[config.mk]
export PLATFORM = sky130hd
export DESIGN_NAME = multi_trig_gen
export DESIGN_NICKNAME = d
export VERILOG_FILES = /design/src/rtl/multi_trig_gen_pkg.sv /design/src/rtl/multi_trig_ch.sv /design/src/rtl/multi_trig_gen.sv
export SDC_FILE = /design/constraint.sdc
export NUM_CORES = 2
export LEC_CHECK = 0
export BUFFER_PORTS_ARGS = -buffer_cell sky130_fd_sc_hd__clkbuf_2
export CORE_ASPECT_RATIO = 0.7
export CORE_UTILIZATION = 50
export CTS_BUF_LIST = sky130_fd_sc_hd__clkbuf_4 sky130_fd_sc_hd__clkbuf_8
export DETAILED_ROUTE_END_ITERATION = 12
export PLACE_DENSITY = 0.72
export SETUP_SLACK_MARGIN = 0.15
export SLEW_MARGIN = 10
export SYNTH_ARGS = -nofsm -noshare
export SYNTH_HDL_FRONTEND = slang
export SYNTH_SLANG_ARGS = --single-unit
export TNS_END_PERCENT = 1
[constraint.sdc]
create_clock -name clk -period 5.03 [get_ports clk]
set_input_delay 0.503 -clock clk [delete_from_list [all_inputs] [get_ports clk]]
set_output_delay 0.503 -clock clk [all_outputs]
set_load 0.05 [all_outputs]
[src/rtl/multi_trig_gen_pkg.sv]
// Shared types and constants for the multi-channel PRF/trigger generator.
`timescale 1ns/1ps
package multi_trig_gen_pkg;

    typedef enum logic {
        IDLE = 1'b0,
        RUN  = 1'b1
    } state_t;

    localparam int EDGE_RISE = 0;
    localparam int EDGE_FALL = 1;
    localparam int DEF_CNT_W = 32;

endpackage

[src/rtl/multi_trig_ch.sv]
// One window comparator on the frame counter, with its output register and
// rise/fall flags that line up with the registered output change.
`timescale 1ns/1ps
module multi_trig_ch
    import multi_trig_gen_pkg::*;
#(
    parameter int CNT_W = DEF_CNT_W
) (
    input  logic             clk,
    input  logic             rst,
    input  logic             i_run,
    input  logic             i_en,
    input  logic [CNT_W-1:0] i_cnt,
    input  logic [CNT_W-1:0] i_delay,
    input  logic [CNT_W-1:0] i_width,
    output logic             o_win,
    output logic [1:0]       o_edge
);

    // One extra bit keeps delay+width from wrapping back into the frame.
    logic [CNT_W:0] w_cnt;
    logic [CNT_W:0] w_lo;
    logic [CNT_W:0] w_hi;
    logic           w_win;

    logic           r_win;
    logic [1:0]     r_edge;

    assign w_cnt = {1'b0, i_cnt};
    assign w_lo  = {1'b0, i_delay};
    assign w_hi  = {1'b0, i_delay} + {1'b0, i_width};
    assign w_win = i_run && i_en && (w_cnt >= w_lo) && (w_cnt < w_hi);

    always_ff @(posedge clk) begin
        if (rst) begin
            r_win  <= 1'b0;
            r_edge <= 2'b00;
        end else begin
            r_win             <= w_win;
            r_edge[EDGE_RISE] <= w_win & ~r_win;
            r_edge[EDGE_FALL] <= ~w_win & r_win;
        end
    end

    assign o_win  = r_win;
    assign o_edge = r_edge;

endmodule

[src/rtl/multi_trig_gen.sv]
// PRF frame strobe, N_CH delayed trigger windows and a calibration window from
// one period counter; config is double-buffered. Optional: MULTI_TRIG_GEN_BURST_EN.
`timescale 1ns/1ps
module multi_trig_gen
    import multi_trig_gen_pkg::*;
#(
    parameter int CNT_W = DEF_CNT_W,
    parameter int N_CH  = 4
) (
    input  logic                  clk,
    input  logic                  rst,
    input  logic                  update,
    input  logic [CNT_W-1:0]      cfg_period,
    input  logic [CNT_W-1:0]      cfg_prf_width,
    input  logic [CNT_W-1:0]      cfg_ct_num,
    input  logic [N_CH*CNT_W-1:0] cfg_delay,
    input  logic [N_CH*CNT_W-1:0] cfg_width,
    input  logic [N_CH-1:0]       cfg_ch_en,
`ifdef MULTI_TRIG_GEN_BURST_EN
    input  logic [CNT_W-1:0]      cfg_burst_num,
    output logic                  burst_done,
`endif
    output logic                  prf,
    output logic [1:0]            prf_edge,
    output logic [N_CH-1:0]       tr,
    output logic [2*N_CH-1:0]     tr_edge,
    output logic                  ct,
    output logic                  running,
    output logic                  applied
);

    state_t                r_state;
    logic [CNT_W-1:0]      r_cnt;
    logic                  r_pend_valid;
    logic [CNT_W-1:0]      r_p_period, r_p_prf_width, r_p_ct_num;
    logic [N_CH*CNT_W-1:0] r_p_delay, r_p_width;
    logic [N_CH-1:0]       r_p_ch_en;
    logic [CNT_W-1:0]      r_a_period, r_a_prf_width;
    logic [N_CH*CNT_W-1:0] r_a_delay, r_a_width;
    logic [N_CH-1:0]       r_a_ch_en;
    logic [CNT_W-1:0]      r_ct_cnt;
    logic                  r_ct;
    logic                  r_applied;
`ifdef MULTI_TRIG_GEN_BURST_EN
    logic [CNT_W-1:0]      r_p_burst_num;
    logic [CNT_W-1:0]      r_frames_left;
    logic                  r_burst_done;
`endif

    logic w_run;
    logic w_wrap;
    logic w_apply;

    assign w_run   = (r_state == RUN);
    assign w_wrap  = w_run && (r_cnt == r_a_period - 1'b1);
    assign w_apply = r_pend_valid && (!w_run || w_wrap);

    always_ff @(posedge clk) begin
        if (rst) begin
            r_state       <= IDLE;
            r_cnt         <= '0;
            r_pend_valid  <= 1'b0;
            r_p_period    <= '0;
            r_p_prf_width <= '0;
            r_p_ct_num    <= '0;
            r_p_delay     <= '0;
            r_p_width     <= '0;
            r_p_ch_en     <= '0;
            r_a_period    <= '0;
            r_a_prf_width <= '0;
            r_a_delay     <= '0;
            r_a_width     <= '0;
            r_a_ch_en     <= '0;
            r_ct_cnt      <= '0;
            r_ct          <= 1'b0;
            r_applied     <= 1'b0;
`ifdef MULTI_TRIG_GEN_BURST_EN
            r_p_burst_num <= '0;
            r_frames_left <= '0;
            r_burst_done  <= 1'b0;
`endif
        end else begin
            r_applied <= w_apply;
            r_ct      <= w_run && (r_ct_cnt != '0);
`ifdef MULTI_TRIG_GEN_BURST_EN
            r_burst_done <= 1'b0;
`endif
            // An update on the apply edge becomes the next pending set.
            if (update) begin
                r_p_period    <= cfg_period;
                r_p_prf_width <= cfg_prf_width;
                r_p_ct_num    <= cfg_ct_num;
                r_p_delay     <= cfg_delay;
                r_p_width     <= cfg_width;
                r_p_ch_en     <= cfg_ch_en;
`ifdef MULTI_TRIG_GEN_BURST_EN
                r_p_burst_num <= cfg_burst_num;
`endif
                r_pend_valid  <= 1'b1;
            end else if (w_apply) begin
                r_pend_valid  <= 1'b0;
            end

            if (w_run && (r_ct_cnt != '0)) begin
                r_ct_cnt <= r_ct_cnt - 1'b1;
            end

            if (w_apply) begin
                r_a_period    <= r_p_period;
                r_a_prf_width <= r_p_prf_width;
                r_a_delay     <= r_p_delay;
                r_a_width     <= r_p_width;
                r_a_ch_en     <= r_p_ch_en;
                r_cnt         <= '0;
                // NOTE: the last non-blocking assignment wins, so this reload overrides the decrement above.
                r_ct_cnt      <= r_p_ct_num;
                r_state       <= (r_p_period == '0) ? IDLE : RUN;
`ifdef MULTI_TRIG_GEN_BURST_EN
                r_frames_left <= r_p_burst_num;
`endif
            end else if (w_wrap) begin
                r_cnt <= '0;
`ifdef MULTI_TRIG_GEN_BURST_EN
                if (r_frames_left == CNT_W'(1)) begin
                    r_state      <= IDLE;
                    r_burst_done <= 1'b1;
                end
                if (r_frames_left != '0) begin
                    r_frames_left <= r_frames_left - 1'b1;
                end
`endif
            end else if (w_run) begin
                r_cnt <= r_cnt + 1'b1;
            end
        end
    end

    multi_trig_ch #(.CNT_W(CNT_W)) u_prf (
        .clk     (clk),
        .rst     (rst),
        .i_run   (w_run),
        .i_en    (1'b1),
        .i_cnt   (r_cnt),
        .i_delay ({CNT_W{1'b0}}),
        .i_width (r_a_prf_width),
        .o_win   (prf),
        .o_edge  (prf_edge)
    );

    for (genvar g = 0; g < N_CH; g++) begin : g_ch
        multi_trig_ch #(.CNT_W(CNT_W)) u_ch (
            .clk     (clk),
            .rst     (rst),
            .i_run   (w_run),
            .i_en    (r_a_ch_en[g]),
            .i_cnt   (r_cnt),
            .i_delay (r_a_delay[g*CNT_W +: CNT_W]),
            .i_width (r_a_width[g*CNT_W +: CNT_W]),
            .o_win   (tr[g]),
            .o_edge  (tr_edge[2*g +: 2])
        );
    end

    assign ct      = r_ct;
    assign running = w_run;
    assign applied = r_applied;
`ifdef MULTI_TRIG_GEN_BURST_EN
    assign burst_done = r_burst_done;
`endif

endmodule

# --- Word-level counts from Yosys, hierarchy flattened ---
# Index checks and enable logic that the tools add are counted.
totals:
  register_bits: 763
  in_bits: 359
  elab_cells: 94
op_classes:
  n_addsub: 7
  order_cmp: 10
  eq_ne: 1
  n_mux: 5
  n_bitwise: 20
  reduce_logical: 24
ops:
  columns: ["cell", "n"]
  rows:
  - ["adder 32 x 32 -> 33 bit", 4]
  - ["less-than comparator 32 x 33 -> 1 bit", 4]
  - ["greater-or-equal comparator 32 bit", 4]
  - ["2-to-1 mux 32 bit", 2]
  - ["subtractor 32 x 1 -> 32 bit (second input constant)", 2]
  - ["adder 32 x 1 -> 32 bit (second input constant)", 1]
  - ["== test 32 bit", 1]
  - ["greater-or-equal comparator 32 x 1 -> 1 bit (second input constant)", 1]
  - ["logical NOT 32 bit", 1]
  - ["less-than comparator 32 bit", 1]
  - ["nonzero test 32 bit", 1]
  - ["logical AND 1 bit", 17]
  - ["bitwise AND 1 bit", 10]
  - ["inverter 1 bit", 10]
  - ["nonzero test 2 bit", 2]
  - ["2-to-1 mux 1 bit", 3]
  - ["OR reduction 3 bit", 1]
  - ["logical NOT 1 bit", 1]
  - ["logical OR 1 bit", 1]

# --- Longest topological paths before layout ---
depth:
  depth_word: 7
  ltp_mapped: 21
  mapped_depth_nobuf: 21

# --- Hierarchy ---
# From an unflattened synthesis, not the netlist that was laid out.
unflattened:
  hier_cells: 5210
  hier_area_um2: 44280.0
by_module_without_submodules:
  columns: ["module", "instances", "cells_per_inst", "area_per_inst_um2", "seq_area_each_um2"]
  rows:
  - ["multi_trig_gen", 1, 3131, 28175.8, 14974.4]
  - ["multi_trig_ch at g_ch[0].u_ch ...", 2, 413, 3209.3, 60.1]
  - ["multi_trig_ch at g_ch[3].u_ch ...", 2, 403, 3173.0, 60.1]
  - ["multi_trig_ch at g_ch[1].u_ch", 1, 447, 3339.5, 60.1]

# --- Worst setup path before layout ---
# No wires, ideal clock.
synth_timing:
  kind: "reg-to-reg"
  start: "reg r_a_width[0]"
  end: "reg g_ch[0].u_ch.r_edge[1]"
  setup_ps: 115
  arrival_ps: 4580
  t_required_ps: 4915
  path_slack_ps: 335
  path_stages_with_launch: 20
  n_path_buf: 0
  cell_sequence: "dfxtp_1 > ha_1 > fa_1 > a211oi_1 > nor3_1 > a2111oi_0 > o31ai_1 > a311oi_1 > o31a_1 > a21oi_1 > and4_1 > nor3_1 > ha_1 > a21o_1 > a21o_1 > nor3_1 > o211ai_1 > o21ai_0 > o22ai_1 > and3_1"
synth_between:
  elab_chain_cells: 5
synth_rtl:
  columns: ["element", "line", "source"]
  rows:
  - ["from (decl)", "multi_trig_gen.sv:39", "logic [N_CH*CNT_W-1:0] r_a_delay, r_a_width;"]
  - ["from (signal assigned)", "multi_trig_gen.sv:112", "r_a_width <= r_p_width;"]
  - ["adder 32 x 32 -> 33 bit", "multi_trig_ch.sv:31", "assign w_hi = {1'b0, i_delay} + {1'b0, i_width};"]
  - ["less-than comparator 32 x 33 -> 1 bit", "multi_trig_ch.sv:32", "assign w_win = i_run && i_en && (w_cnt >= w_lo) && (w_cnt < w_hi);"]
  - ["logical AND 1 bit", "multi_trig_ch.sv:32", null]
  - ["inverter 1 bit", "multi_trig_ch.sv:41", "r_edge[EDGE_FALL] <= ~w_win & r_win;"]
  - ["bitwise AND 1 bit", "multi_trig_ch.sv:41", null]
  - ["to (signal, indexed assignment)", "multi_trig_ch.sv:40", "r_edge[EDGE_RISE] <= w_win & ~r_win;"]
  - ["to (signal, indexed assignment)", "multi_trig_ch.sv:41", null]
  - ["to (decl)", "multi_trig_ch.sv:27", "logic [1:0] r_edge;"]
# Every way passes these cells.
# A chain may end at the register's enable or synchronous reset.

# --- Final worst setup path ---
layout_timing:
  start: "reg r_a_delay[0]"
  end: "reg g_ch[0].u_ch.r_edge[1]"
layout_between:
  elab_chain_cells: 5
  elab_cells_between_ends: 7
layout_rtl:
  columns: ["element", "line", "source"]
  rows:
  - ["from (decl)", "multi_trig_gen.sv:39", null]
  - ["from (signal assigned)", "multi_trig_gen.sv:111", "r_a_delay <= r_p_delay;"]
  - ["adder 32 x 32 -> 33 bit / greater-or-equal comparator 32 bit (equally long branches)", "multi_trig_ch.sv:31, multi_trig_ch.sv:32", null]
  - ["less-than comparator 32 x 33 -> 1 bit / logical AND 1 bit (equally long branches)", "multi_trig_ch.sv:32", null]
  - ["logical AND 1 bit (*)", "multi_trig_ch.sv:32", null]
  - ["inverter 1 bit (*)", "multi_trig_ch.sv:41", null]
  - ["bitwise AND 1 bit (*)", "multi_trig_ch.sv:41", null]
# Every way passes the cells marked *; elsewhere a longest branch is shown, timed or not.

==> summary by stage <==
Status
The run finished with clean final reports.

Floorplan
The number of top-level pins is roughly 380. The floorplan has 87 rows. The starting utilization of the core area is between 50% and 60%. The die covers roughly 84000 um2.

The height of the die is 243 um. Measured along the x axis, the die boundary spans ~350 um. The total area inside the core boundary comes to around 81000 um2.

Logic synthesis
The post-synthesis share of cell area spent on and, or, nand and nor gates is between 15 and 20%. The share of synthesized area in the top cell type comes to between 30% and 40%. Of the synthesized area, sequential elements account for between 30% and 40%. Summing the areas of all xor and xnor instances in the mapped netlist gives between 4 and 5% of the synthesized area.

The leading area contributor after synthesis is sky130_fd_sc_hd__dfxtp_1. Sorting the synthesized cells by area gives the leading types as sky130_fd_sc_hd__dfxtp_1, sky130_fd_sc_hd__ha_1, sky130_fd_sc_hd__mux2i_1. In the synthesized netlist the dominant register cell turns out to be sky130_fd_sc_hd__dfxtp_1. The dominant combinational cell family by area after synthesis is simple AND/OR/NAND/NOR gates.

Averaged over all synthesized cells, the footprint is between 8 and 9 um2. Multiplexer cells account for between 8 and 9% of the synthesized area. The synthesized netlist occupies a cell area of 41500 um2. The number of register bits inferred by synthesis is ~760.

Synthesis produced a netlist whose cell count is 4864. Yosys mapped a number of flops with a built-in enable equal to 0. Of the total synthesized cell area, the portion taken by full adders, half adders and majority gates is around an eighth. The share of the synthesized area in compound gates (AO/OA/AOI/OAI) is 14.9%. The synthesis warning total is 0.

The distinct cell type count after synthesis is slightly below 80. The number of nets produced by synthesis is between 5000 and 6000. For this run, asynchronously set or reset flops after synthesis account for 0%.

Clocking
At the later pin of the worst-skew pair, clock insertion delay measures around 0.77 ns. The H-tree was split into 3 levels. The number of clock sinks is between 700 and 800. The number of buffers on the longest clock path is 3. The buffer type at the clock tree root is sky130_fd_sc_hd__clkbuf_8.

Counting the buffers created by CTS gives between 100 and 150. The CTS tree is built. The clock slew at the register clock pins of the worst setup and hold paths is about 0.070 ns.

Worst setup path
The endpoint kind of the worst setup timing path is a flop. The count of buffering cells on the critical path with inverters included is 1. For this run, the slowest stage of the critical path takes roughly 0.4 ns. The slowest library cell on the worst path is sky130_fd_sc_hd__fa_2. The required time of the critical path is approximately 5.7 ns. STA classifies the critical path startpoint as a flop. The path type of the worst setup path is reg2reg. Of all nets on the critical path, the largest fanout is 3. Walking the worst path, the cells encountered are ha_1, fa_2, a211oi_2, nor3_1, a2111oi_2, buf_4, o31ai_1, a311oi_2, o31a_1, a21oi_1, and4_1, nor3_1, ha_1, a21o_1, a21o_1, nor3_1, o211ai_1, o21ai_1, o22ai_1, and3_1. The family of cells with the greatest summed delay on the critical path is compound AO/OA/AOI/OAI gates. The cell that appears most often on the critical path is sky130_fd_sc_hd__nor3_1. The data arrival time of the critical path is 5.29 ns.

Timing
The sum of negative setup slack is 0 ns. The final-report max-slew violation count is 0. Setup violations remaining at the end of the flow were counted as 0.

Timing would allow up to around 0.22 GHz. The actual transition at the worst max-transition pin is ~1.1 ns. The portion of the clock cycle consumed by the worst path in the final layout is between 90% and 100%. The final-report hold violation count is 0. The worst relative slew slack is between 20 and 30%.

Setup repair after global routing could not meet its margin everywhere. The minimum clock period is around 4.6 ns. The setup clock skew after layout is approximately 0.043 ns.

Power
In this run the power density over the cells is around 280 nW/um2. The peak supply drop is 0.224 mV. For this design the static power due to leakage is between 20 and 25 nW.

Hold path
The worst min-delay path category is in2reg.

Final layout
After routing the design area is 50300 um2. After filler insertion, the fill cell instance count of the layout stands at between 6000 and 7000. The area growth from synthesis to layout is 21.4%. The fraction of final layout cells sized beyond drive strength 1 is between 10% and 20%. Once layout is complete, the cells apart from fillers number 6700. Cells fill about 62% of the core in the end.

The net count of the finished layout is 6313.

Global routing
The number of global-route vias before repair is 35100. The overflow left after global routing is 0. The initial antenna violation count is 10. Global routing used about 28% of the available tracks across all layers. The first global-routing pass estimated roughly 190 mm of wire. The pin count of the biggest net entering global routing is around 190.

Routing
The post-route antenna net violation count is 0. Using the TritonRoute via totals, the vias-per-cell ratio works out to about 5.5. For this block, the initial DRC count from the detailed router was around 2900. The final wirelength is ~120 mm. The via count is about 37000. The post-detailed-route wirelength per cell is approximately 18 um. In the routed design, unresolved DRC markers number 0. The detailed-router iteration count before antenna repair is 5.

Place
During placement, the flow inserted port buffers numbering roughly 380. The detailed placement HPWL is 83.4 mm. The post-place instance area is between 40000 and 50000 um2. Including well taps, the total number of placed cells is approximately 6100. The final weighted congestion in routability-driven placement is 0.967.

Flow run
The max-cap check violation count is 0.
registers in the layout, indices dropped and copies added (netlist names):
signal	flops
applied	1
ct	1
g_ch.u_ch.o_edge	8
g_ch.u_ch.o_win	4
r_a_ch_en	4
r_a_delay	128
r_a_period	32
r_a_prf_width	32
r_a_width	128
r_cnt	32
r_ct_cnt	32
r_p_ch_en	4
r_p_ct_num	32
r_p_delay	128
r_p_period	32
r_p_prf_width	32
r_p_width	128
r_pend_valid	1
running	1
u_prf.o_edge	2
u_prf.o_win	1
layout by cell type (no fill, tap or decap), types with 105 or more instances in the layout:
cell type | Yosys | final
sky130_fd_sc_hd__clkbuf_2 | 0 | 374
sky130_fd_sc_hd__dlygate4sd3_1 | 0 | 342
sky130_fd_sc_hd__nand2_1 | 758 | 758
sky130_fd_sc_hd__inv_1 | 210 | 210
sky130_fd_sc_hd__a21oi_1 | 478 | 477
sky130_fd_sc_hd__mux2i_1 | 360 | 360
sky130_fd_sc_hd__nor2_1 | 531 | 531
sky130_fd_sc_hd__ha_1 | 414 | 414
sky130_fd_sc_hd__xnor2_1 | 105 | 105
sky130_fd_sc_hd__a21o_1 | 111 | 111
sky130_fd_sc_hd__clkbuf_8 | 0 | 140
sky130_fd_sc_hd__o21ai_0 | 111 | 109
sky130_fd_sc_hd__dfxtp_1 | 763 | 763
per-stage QoR:
step	worst slack, ns	hold WS (ns)	power (W)
after floorplan	0.335	0.407	0.00776
after global placement	0.181	0.422	0.00822
after detailed placement	0.104	0.426	0.00826
after CTS	0.127	0.000515	0.0141
after global routing	0.0833	0.0377	0.0146
final	0.399	0.0616	0.0141
layer usage:
metal	vias to the layer above	global-route usage, %	part of all wire (%)
met5	-	0	0.086
met4	16	8.78	2.8
met3	245	6.21	7.7
met2	1197	42.0	42
met1	17100	39.5	47
li1	18300	-	-
final timing paths:
path,startpoint,endpoint,slack [ns],depth (start not counted)
max reg2reg,r_a_delay[0],g_ch[0].u_ch.o_edge[1],0.40,20
min reg2reg,g_ch[2].u_ch.o_win,g_ch[2].u_ch.o_edge[0],0.43,1
min,cfg_period[20],r_p_period[20],0.06,3
max,r_a_delay[0],g_ch[0].u_ch.o_edge[1],0.40,20
power breakdown:
group / internal [W] / total [W] / switching [W]
Combinational: 0.000856 / 0.00188 / 0.00103
Clock: 0.00318 / 0.00568 / 0.00249
Sequential: 0.00631 / 0.00651 / 0.000198
Total: 0.0104 / 0.0141 / 0.00372
logic make-up after synthesis:
logic type	Yosys count
simple gates	1698
compound gates	985
flops	763
buf+inv	440
fa+ha+maj	418
mux	362
xor+xnor	198
what timing repair did:
item / 4_1_cts / 5_1_grt
hold buffers: 342 / 0
resized for setup: 1 / 20
endpoints found under the setup margin: 2 / 12
setup buffers: 0 / 4
endpoints found under the hold margin: 342 / 0
pin swaps: 0 / 9
worst min-delay path, delay by kind of cell:
| kind | cells | cell delay [ns] |
|---|---|---|
| mux | 1 | 0.08 |
| simple gates | 1 | 0.07 |
| buf+inv | 1 | 0.12 |
cell usage after synthesis, types with 12 or more instances:
master                     instances
sky130_fd_sc_hd__dfxtp_1         763
sky130_fd_sc_hd__nand2_1         758
sky130_fd_sc_hd__nor2_1          531
sky130_fd_sc_hd__a21oi_1         478
sky130_fd_sc_hd__ha_1            414
sky130_fd_sc_hd__mux2i_1         360
sky130_fd_sc_hd__inv_1           210
sky130_fd_sc_hd__clkbuf_1        114
sky130_fd_sc_hd__a21o_1          111
sky130_fd_sc_hd__o21ai_0         111
sky130_fd_sc_hd__xnor2_1         105
sky130_fd_sc_hd__xor2_1           93
sky130_fd_sc_hd__nand3_1          66
sky130_fd_sc_hd__nand4_1          60
sky130_fd_sc_hd__nor3_1           54
sky130_fd_sc_hd__buf_2            44
sky130_fd_sc_hd__nor4_1           40
sky130_fd_sc_hd__a211oi_1         36
sky130_fd_sc_hd__buf_1            36
sky130_fd_sc_hd__nand2b_1         33
sky130_fd_sc_hd__a211oi_2         29
sky130_fd_sc_hd__buf_6            26
sky130_fd_sc_hd__o211ai_1         26
sky130_fd_sc_hd__nor2b_1          25
sky130_fd_sc_hd__a31oi_1          21
sky130_fd_sc_hd__o21a_1           21
sky130_fd_sc_hd__o21bai_1         21
sky130_fd_sc_hd__a21oi_2          20
sky130_fd_sc_hd__and3_1           19
sky130_fd_sc_hd__or3_1            19
sky130_fd_sc_hd__or4_1            18
sky130_fd_sc_hd__and4_1           14
sky130_fd_sc_hd__and2_1           13
sky130_fd_sc_hd__a211o_1          12
cell type report:
| type | count | area, um2 | area share [%] |
|---|---|---|---|
| inverters | 210 | 788 | 1.57 |
| repair buffers | 786 | 6020 | 12.0 |
| well taps | 1068 | 1340 | 2.65 |
| clock buffers | 175 | 2190 | 4.35 |
| diodes | 7 | 17.5 | 0.0348 |
| flip-flops and latches | 763 | 15300 | 30.3 |
| multi-input cells | 3661 | 24300 | 48.3 |
| clock inverters | 30 | 384 | 0.763 |
No activity file was read; power rests on OpenSTA's default activity.
